==> src/rtl/rx_frame_aligner.sv <==
// Byte-stream frame aligner for a transceiver RX path: hunts for SYNC_WORD,
// requests bit slides when none is found, and tracks lock on a fixed frame period.
module rx_frame_aligner #(
  parameter logic [7:0] SYNC_WORD  = 8'hBC,
  parameter int         FRAME_LEN  = 16,
  parameter int         LOCK_CNT   = 4,
  parameter int         LOSS_CNT   = 3,
  parameter int         SLIDE_WAIT = 32
) (
  input  logic       rx_clk,
  input  logic       reset,
  input  logic       reset_done,
  input  logic [7:0] rx_data,
  output logic       rx_slide,
  output logic [7:0] data_out,
  output logic       data_valid,
  output logic       frame_start,
  output logic       aligned,
  output logic [7:0] slide_count
);

  localparam int PW = (FRAME_LEN > 2) ? $clog2(FRAME_LEN) : 1;
  localparam int MW = $clog2(LOCK_CNT + 1);
  localparam int LW = $clog2(LOSS_CNT + 1);
  localparam int SW = $clog2(SLIDE_WAIT + 1);

  localparam logic [PW-1:0] POS_LAST  = PW'(FRAME_LEN - 1);
  localparam logic [PW-1:0] POS_ZERO  = PW'(0);
  localparam logic [MW-1:0] MATCH_MAX = MW'(LOCK_CNT);
  localparam logic [MW-1:0] MATCH_ONE = MW'(1);
  localparam logic [MW-1:0] MATCH_ZRO = MW'(0);
  localparam logic [LW-1:0] MISS_MAX  = LW'(LOSS_CNT);
  localparam logic [LW-1:0] MISS_ZRO  = LW'(0);
  localparam logic [SW-1:0] SETTLE_LD = SW'(SLIDE_WAIT);
  localparam logic [SW-1:0] SETTLE_Z  = SW'(0);
  localparam logic [SW-1:0] SETTLE_1  = SW'(1);

  localparam logic [2:0] WAIT_RST = 3'd0;
  localparam logic [2:0] SEARCH   = 3'd1;
  localparam logic [2:0] SLIDE    = 3'd2;
  localparam logic [2:0] SETTLE   = 3'd3;
  localparam logic [2:0] CHECK    = 3'd4;
  localparam logic [2:0] LOCKED   = 3'd5;

  logic [2:0]    state_q, state_d;
  logic [PW-1:0] pos_q, pos_d;
  logic [PW-1:0] win_q, win_d;
  logic [MW-1:0] match_q, match_d;
  logic [LW-1:0] miss_q, miss_d;
  logic [SW-1:0] settle_q, settle_d;
  logic          slide_q, slide_d;
  logic [7:0]    dout_q, dout_d;
  logic          dv_q, dv_d;
  logic          fs_q, fs_d;
  logic          aligned_q, aligned_d;
  logic [7:0]    scnt_q, scnt_d;

  logic          is_sync_s;
  logic [PW-1:0] pos_nxt_s;
  logic          on_pos_s;

  assign is_sync_s = (rx_data == SYNC_WORD);
  assign pos_nxt_s = (pos_q == POS_LAST) ? POS_ZERO : (pos_q + 1'b1);
  assign on_pos_s  = (pos_nxt_s == POS_ZERO);

  // Next-state logic for the alignment FSM and its counters.
  always_comb begin
    state_d   = state_q;
    pos_d     = pos_q;
    win_d     = win_q;
    match_d   = match_q;
    miss_d    = miss_q;
    slide_d   = 1'b0;
    dout_d    = rx_data;
    dv_d      = 1'b0;
    fs_d      = 1'b0;
    aligned_d = aligned_q;
    scnt_d    = scnt_q;
    // The settle counter keeps running down even if reset_done drops, so
    // a WAIT_RST detour can never squeeze two slide pulses too close together.
    if (settle_q != SETTLE_Z) begin
      settle_d = settle_q - 1'b1;
    end else begin
      settle_d = settle_q;
    end

    if (!reset_done) begin
      state_d   = WAIT_RST;
      win_d     = POS_ZERO;
      pos_d     = POS_ZERO;
      match_d   = MATCH_ZRO;
      miss_d    = MISS_ZRO;
      aligned_d = 1'b0;
    end else begin
      case (state_q)
        WAIT_RST: begin
          state_d = SEARCH;
          win_d   = POS_ZERO;
        end
        SEARCH: begin
          if (is_sync_s) begin
            state_d = CHECK;
            pos_d   = POS_ZERO;
            match_d = MATCH_ONE;
          end else if (win_q == POS_LAST) begin
            if (settle_q == SETTLE_Z) begin
              state_d = SLIDE;
              win_d   = POS_ZERO;
            end else begin
              state_d = SEARCH;
            end
          end else begin
            win_d = win_q + 1'b1;
          end
        end
        SLIDE: begin
          slide_d  = 1'b1;
          scnt_d   = scnt_q + 8'd1;
          settle_d = SETTLE_LD;
          state_d  = SETTLE;
        end
        SETTLE: begin
          if (settle_q <= SETTLE_1) begin
            state_d = SEARCH;
            win_d   = POS_ZERO;
          end else begin
            state_d = SETTLE;
          end
        end
        CHECK: begin
          pos_d = pos_nxt_s;
          if (on_pos_s) begin
            if (is_sync_s) begin
              if ((match_q + 1'b1) >= MATCH_MAX) begin
                match_d   = MATCH_MAX;
                miss_d    = MISS_ZRO;
                aligned_d = 1'b1;
                state_d   = LOCKED;
              end else begin
                match_d = match_q + 1'b1;
              end
            end else begin
              state_d = SEARCH;
              win_d   = POS_ZERO;
              match_d = MATCH_ZRO;
            end
          end else begin
            state_d = CHECK;
          end
        end
        LOCKED: begin
          dv_d  = 1'b1;
          pos_d = pos_nxt_s;
          if (on_pos_s) begin
            if (is_sync_s) begin
              miss_d = MISS_ZRO;
              fs_d   = 1'b1;
            end else if ((miss_q + 1'b1) >= MISS_MAX) begin
              miss_d    = MISS_MAX;
              match_d   = MATCH_ZRO;
              aligned_d = 1'b0;
              win_d     = POS_ZERO;
              state_d   = SEARCH;
            end else begin
              miss_d = miss_q + 1'b1;
            end
          end else begin
            state_d = LOCKED;
          end
        end
        default: begin
          state_d   = WAIT_RST;
          aligned_d = 1'b0;
        end
      endcase
    end
  end

  // State and output registers with synchronous reset.
  always_ff @(posedge rx_clk) begin
    if (reset) begin
      state_q   <= WAIT_RST;
      pos_q     <= POS_ZERO;
      win_q     <= POS_ZERO;
      match_q   <= MATCH_ZRO;
      miss_q    <= MISS_ZRO;
      settle_q  <= SETTLE_Z;
      slide_q   <= 1'b0;
      dout_q    <= 8'h00;
      dv_q      <= 1'b0;
      fs_q      <= 1'b0;
      aligned_q <= 1'b0;
      scnt_q    <= 8'h00;
    end else begin
      state_q   <= state_d;
      pos_q     <= pos_d;
      win_q     <= win_d;
      match_q   <= match_d;
      miss_q    <= miss_d;
      settle_q  <= settle_d;
      slide_q   <= slide_d;
      dout_q    <= dout_d;
      dv_q      <= dv_d;
      fs_q      <= fs_d;
      aligned_q <= aligned_d;
      scnt_q    <= scnt_d;
    end
  end

  assign rx_slide    = slide_q;
  assign data_out    = dout_q;
  assign data_valid  = dv_q;
  assign frame_start = fs_q;
  assign aligned     = aligned_q;
  assign slide_count = scnt_q;

endmodule

==> config.mk <==
export PLATFORM = sky130hd
export DESIGN_NAME = rx_frame_aligner
export DESIGN_NICKNAME = d
export VERILOG_FILES = /design/src/rtl/rx_frame_aligner.sv
export SDC_FILE = /design/constraint.sdc
export NUM_CORES = 1
export LEC_CHECK = 0
export CORE_MARGIN = 8
export CORE_UTILIZATION = 48
export CTS_CLUSTER_DIAMETER = 50
export DETAILED_ROUTE_END_ITERATION = 12
export GPL_ROUTABILITY_DRIVEN = 0
export PLACE_DENSITY = 0.87
export SYNTH_ARGS = -nofsm -noshare
export SYNTH_HDL_FRONTEND = slang
export SYNTH_SLANG_ARGS = --single-unit
==> constraint.sdc <==
create_clock -name rx_clk -period 1.8 [get_ports rx_clk]
set_input_delay 0.36 -clock rx_clk [delete_from_list [all_inputs] [get_ports rx_clk]]
set_output_delay 0.36 -clock rx_clk [all_outputs]
set_load 0.05 [all_outputs]
==> flow_summary.json, run 1 <==
{
  "status": "complete, but fails checks",
  "violations": "negative setup slack",
  "yosysUniqueCellTypes": 56,
  "p_clk_frac": 0.324,
  "dr.pass1.iters": 4,
  "antenna_found_initial": 0,
  "routed_wirelength_um": 5820,
  "fin_crit_sh": 1.04,
  "crit_fanout": 5,
  "fin_crit_ps": 1870,
  "cp_top_family": "simple AND/OR/NAND/NOR gates",
  "overflow": 0,
  "ant_nets": 0,
  "cp.required_ps": 2030,
  "drt_iter0_markers": 140,
  "slowest_delay_ps": 380,
  "slew_violations": 0,
  "dieWidth_um": 81.5,
  "relSlewSlack": 0.749,
  "p_int_w": 0.00203,
  "synthCells": 234,
  "slowest_stage": "dfxtp_4",
  "power.share.switching": 0.287,
  "drc": 0,
  "coreArea_mm2": 0.00423,
  "grt_pass1_vias": 2024,
  "nets": 326,
  "cts_max_path_buffers": 2,
  "max_freq_mhz": 536,
  "grt_usage": 0.176,
  "crit_arrival_ps": 2100,
  "clk_latency_ps": 300,
  "avgRoutedWirePerCell_um": 16.2,
  "areaGrowthSynthToFinish_pct": 45.6,
  "setup_slack_ps": -66.6,
  "pre_cts_ws_ps": -379,
  "synth.avg_cell_area_um2": 8.80,
  "cp-end-kind": "flop",
  "crit_chain": "ha_4, nor4b_4, a41oi_4, a2bb2oi_2, buf_4, or3_4, a211oi_2",
  "vias": 2085,
  "hold_buffers": 0,
  "netlist_area_mm2": 0.00206,
  "power_switching_w": 0.000818,
  "vdd_drop_max_v": 0.000487,
  "mostFrequentLayoutCells": "67 x buf_4, 36 x dfxtp_1, 27 x nor2_1",
  "maxCapViolCount": 0,
  "place_hpwl_um": 3950,
  "rows": 24,
  "startpoint_type": "flop",
  "viasPerCell": 5.79,
  "setup_violations": 2,
  "synth_edf_count": 0,
  "design_area_mm2": 0.00300,
  "worst_slew_pin_slew_ps": 376,
  "cts.sinks": 42,
  "cp_num_buf_inv": 1,
  "cts_tree": "done",
  "die_area_mm2": 0.00664,
  "rsz0062_at_grt": "yes",
  "placed_area_mm2": 0.00266,
  "path_class": "reg2reg",
  "root_buffer": "clkbuf_8",
  "drive_gt1_frac": 0.367,
  "hp-class": "reg2reg",
  "tns_ps": -103,
  "dieHeight_um": 81.5,
  "synth_seq_cells": 42,
  "ys_warn_count": 0,
  "cts_buffers": 5,
  "async_flop_share": 0,
  "clk_pin_slew_ps": 80,
  "grt_max_degree": 20,
  "htreeDepth": 2,
  "num_antenna_cells": 0,
  "initial_core_util": 0.486,
  "finClkSkew_ps": 6.38,
  "syn_nets": 253,
  "yosysSeqAreaShare": 0.408,
  "synth_flop_cell": "dfxtp_1",
  "grt_pass1_wl_um": 9060,
  "finalHoldViolations": 0,
  "combPwrFrac": 0.304,
  "final_common_cell": "buf_4",
  "p_seq_frac": 0.371,
  "power_density_mw_per_mm2": 951,
  "io_buffers": 30,
  "pin_count": 31,
  "p_leak_nw": 1.16,
  "hold_slack_ps": 492
}
==> metrics by stage <==
stage	total power, W	utilization	cells
2_1_floorplan	0.00158	-	234
3_3_place_gp	0.00183	0.628	348
3_5_place_dp	0.00187	0.628	348
4_1_cts	0.00286	0.683	359
5_1_grt	0.00298	0.708	360
6_report	0.00285	0.708	360
==> metal layers <==
metal	GRT usage	part of all wire
met5	0	0
met3	0.0284	0.069
met4	0.105	0.025
met1	0.190	0.40
met2	0.314	0.50
==> cell type report <==
class / instances / area (um2)
Timing Repair Buffer: 78 / 614
Fill cell: 305 / 1230
Inverter: 5 / 18.8
Tap cell: 52 / 65.1
Clock buffer: 6 / 82.6
Multi-Input combinational cell: 175 / 1310
Clock inverter: 2 / 60.1
Sequential cell: 42 / 853
==> power groups by stage <==
| stage | registers, W | clock network (W) | logic [W] |
|---|---|---|---|
| after floorplan | 0.00111 | 0 | 0.000471 |
| after global placement | 0.00107 | 0 | 0.000760 |
| after detailed placement | 0.00108 | 0 | 0.000788 |
| after CTS | 0.00106 | 0.000944 | 0.000852 |
| after global routing | 0.00106 | 0.000973 | 0.000946 |
| final | 0.00106 | 0.000925 | 0.000867 |
==> worst paths after layout <==
path	startpoint	endpoint	slack, ps	cells after the start
max reg2reg	pos_q[0]	win_q[2]	-70	7
min	match_q[0]	match_q[0]	490	2
max	pos_q[0]	win_q[2]	-70	7
min reg2reg	match_q[0]	match_q[0]	490	2
==> synth_stat cells (2+ instances only) <==
master,count,area share
xnor2_1,4,0.017
or3_1,2,0.0061
nor3_1,9,0.022
nand2_1,12,0.022
nand3_1,12,0.029
nand3b_1,3,0.011
buf_4,3,0.011
nand4b_1,2,0.0085
nor2_1,28,0.051
inv_1,5,0.0091
mux2i_1,4,0.019
nor2b_1,10,0.030
nor3b_1,3,0.011
xor2_1,6,0.026
ha_1,8,0.049
a31oi_1,3,0.0091
nor4_1,6,0.018
nand4_1,3,0.0091
a41oi_1,2,0.0085
or2b_2,2,0.0085
clkbuf_1,6,0.011
a211oi_1,2,0.0073
o21ai_0,9,0.022
a21oi_1,16,0.039
dfxtp_1,42,0.41
and3_1,2,0.0061
==> worst register-to-register path: stages (launching register included) <==
cell and delay [ps]:
dfxtp_4 380, ha_4 180, nor4b_4 260, a41oi_4 90, a2bb2oi_2 200, buf_4 150
or3_4 360, a211oi_2 170
==> timing repair <==
action                     CTS  global route
pin swaps                    8             8
buffers inserted             3             1
gates cloned                 0             0
setup endpoints to repair   10            15
gates resized for setup     14            23
==> kinds of logic (layout without fill, tap and decap cells) <==
logic type                 Yosys count  in the layout  synth area share
DFF                                 42             42             0.408
xor gates and xnor gates            10             10            0.0425
and+or+nand+nor                    108            108             0.292
AOI/OAI and AO/OA                   44             44             0.142
muxes                                5              5            0.0249
buffers and inverters               17             91            0.0419
adders and majority gates            8              8            0.0486
==> state kept, by name (all words and copies together) (netlist names) <==
register / cells
aligned: 1
data_out: 8
data_valid: 1
frame_start: 1
match_q: 3
miss_q: 2
pos_q: 4
rx_slide: 1
settle_q: 6
slide_count: 8
state_q: 3
win_q: 4
Power figures use the tool's default switching activity.
==> run 2, diff against run 1 <==
Settings changed: CORE_MARGIN 8 to default, CTS_CLUSTER_DIAMETER 50 to 30, MAX_ROUTING_LAYER from default to met4.
==> run 2 against run 1 <==
Net effect: the run still ends with negative setup slack left; count of clock-buffer cells in the layout did not move; via count down 1.1%; routed wire length fell by 7.9%; sequential power barely moved; critical path type is now in2reg; largest cell class unchanged.
==> flow_summary.json, run 2 (synthesized netlist as in run 1, its figures left out) <==
{
  "htreeDepth": 2,
  "finClkSkew_ps": 6.34,
  "power_density_mw_per_mm2": 912,
  "met3WireLength_um": 403,
  "hold_path_end": "match_q[0]",
  "fill_cells": 270,
  "top_layer": "met4",
  "cp.required_ps": 2030,
  "relSlewSlack": 0.660,
  "pin_count": 31,
  "power_w": 0.00262,
  "path_class": "in2reg",
  "coreArea_mm2": 0.00406,
  "cts_tree": "done",
  "startpoint_type": "primary input",
  "grt_usage": 0.239,
  "grt_pass1_vias": 1802,
  "dieHeight_um": 67.5,
  "cts.sinks": 42,
  "rr_startpoint": "settle_q[3]",
  "p_leak_nw": 1.15,
  "hold_path_depth": 2,
  "wl_met1_um": 2210,
  "fin_crit_ps": 1890,
  "place_hpwl_um": 3350,
  "root_buffer": "clkbuf_8",
  "viasPerCell": 5.93,
  "fin_crit_sh": 1.05,
  "dr.pass1.iters": 5,
  "avgRoutedWirePerCell_um": 15.4,
  "slew_violations": 0,
  "rows": 23,
  "initial_core_util": 0.508,
  "final_common_cell": "buf_4",
  "ant_nets": 0,
  "nets": 316,
  "setup_violations": 3,
  "setup_slack_ps": -89.9,
  "rsz0062_at_grt": "yes",
  "dr_wl_met2_um": 2610,
  "finalHoldViolations": 0,
  "max_freq_mhz": 529,
  "antenna_found_initial": 0,
  "die_area_mm2": 0.00456,
  "reg2reg_to": "win_q[2]",
  "drc": 0,
  "maxCapViolCount": 0,
  "hold_buffers": 0,
  "violations": "negative setup slack",
  "crit_start": "rx_data[6]",
  "grt_max_degree": 20,
  "io_buffers": 30,
  "r2r_cells": 5,
  "status": "complete, but fails checks",
  "vias": 2062,
  "drive_gt1_frac": 0.302,
  "dp_cells": 338,
  "tns_ps": -185,
  "vdd_drop_max_v": 0.000396,
  "cts_buffers": 5,
  "areaGrowthSynthToFinish_pct": 39.6,
  "clk_pin_slew_ps": 70,
  "routed_wirelength_um": 5360,
  "r2r_slack_ps": -90,
  "clk_latency_ps": 300,
  "crit_arrival_ps": 2120,
  "cp-end-kind": "flop",
  "overflow": 0,
  "grt_pass1_wl_um": 7890,
  "dieWidth_um": 67.5,
  "final_util": 0.708,
  "cts_max_path_buffers": 2,
  "final_cells": 348,
  "mostFrequentLayoutCells": "50 x buf_4, 36 x dfxtp_1, 27 x nor2_1",
  "hp-start": "match_q[0]",
  "num_antenna_cells": 0,
  "hp-class": "reg2reg",
  "crit_fanout": 3,
  "drt_iter0_markers": 111,
  "worst_slew_pin_slew_ps": 510
}
[run 2: changes by cell type in the layout (fill, tap and decap cells not counted), moves of 2 or more]
cell / change
buf_4: -17
dlymetal6s2s_1: +6
o21ai_0: -3
nor3_2: +2
o21ai_1: +2
[run 2: layout make-up]
type / instances / area (um2) / share of cell area
clock buffer: 6 / 72.6 / 0.0253
sequential: 42 / 851 / 0.296
tap: 50 / 62.6 / 0.0218
clock inverter: 2 / 37.5 / 0.0131
inverter: 5 / 18.8 / 0.00653
timing repair buffer: 68 / 581 / 0.202
multi-input combinational: 175 / 1250 / 0.435
[run 2: metal layers]
layer | vias to the layer above | global-route usage
li1 | 974 | -
met1 | 959 | 0.278
met2 | 110 | 0.375
met3 | 19 | 0.0709
met4 | 0 | 0.114
met5 | - | -
[run 2: worst max path at each step]
stage	end	depth (start not counted)
6_report	match_q[1]	6
5_1_grt	win_q[2]	5
3_5_place_dp	match_q[1]	6
2_1_floorplan	win_q[2]	7
3_3_place_gp	match_q[1]	6
4_1_cts	state_q[1]	5
[run 2: power by group]
group	internal, W	switching, W
Sequential	0.000999	0.0000696
Clock	0.000414	0.000322
Combinational	0.000402	0.000416
Total	0.00182	0.000807
[run 2: timing repair]
item | CTS | global route
pin swaps | 7 | 10
setup buffers | 3 | 1
setup endpoints to repair | 4 | 20
gates resized for setup | 8 | 28
[run 2: worst max-delay path, cell delays in order]
cell and delay (ps):
clkdlybuf4s50_1 500, nand4b_1 160, o21ai_1 130, a211o_1 330, or4_1 480, a21oi_1 160
[run 2: stage by stage]
step / area [um2] / worst slack, ps / hold WS, ps
floorplan: 2080 / 2.27 / 447
global placement: 2630 / -286 / 462
detailed placement: 2630 / -335 / 479
CTS: 2780 / -59.4 / 489
global route: 2870 / -146 / 504
finish: 2870 / -89.9 / 499
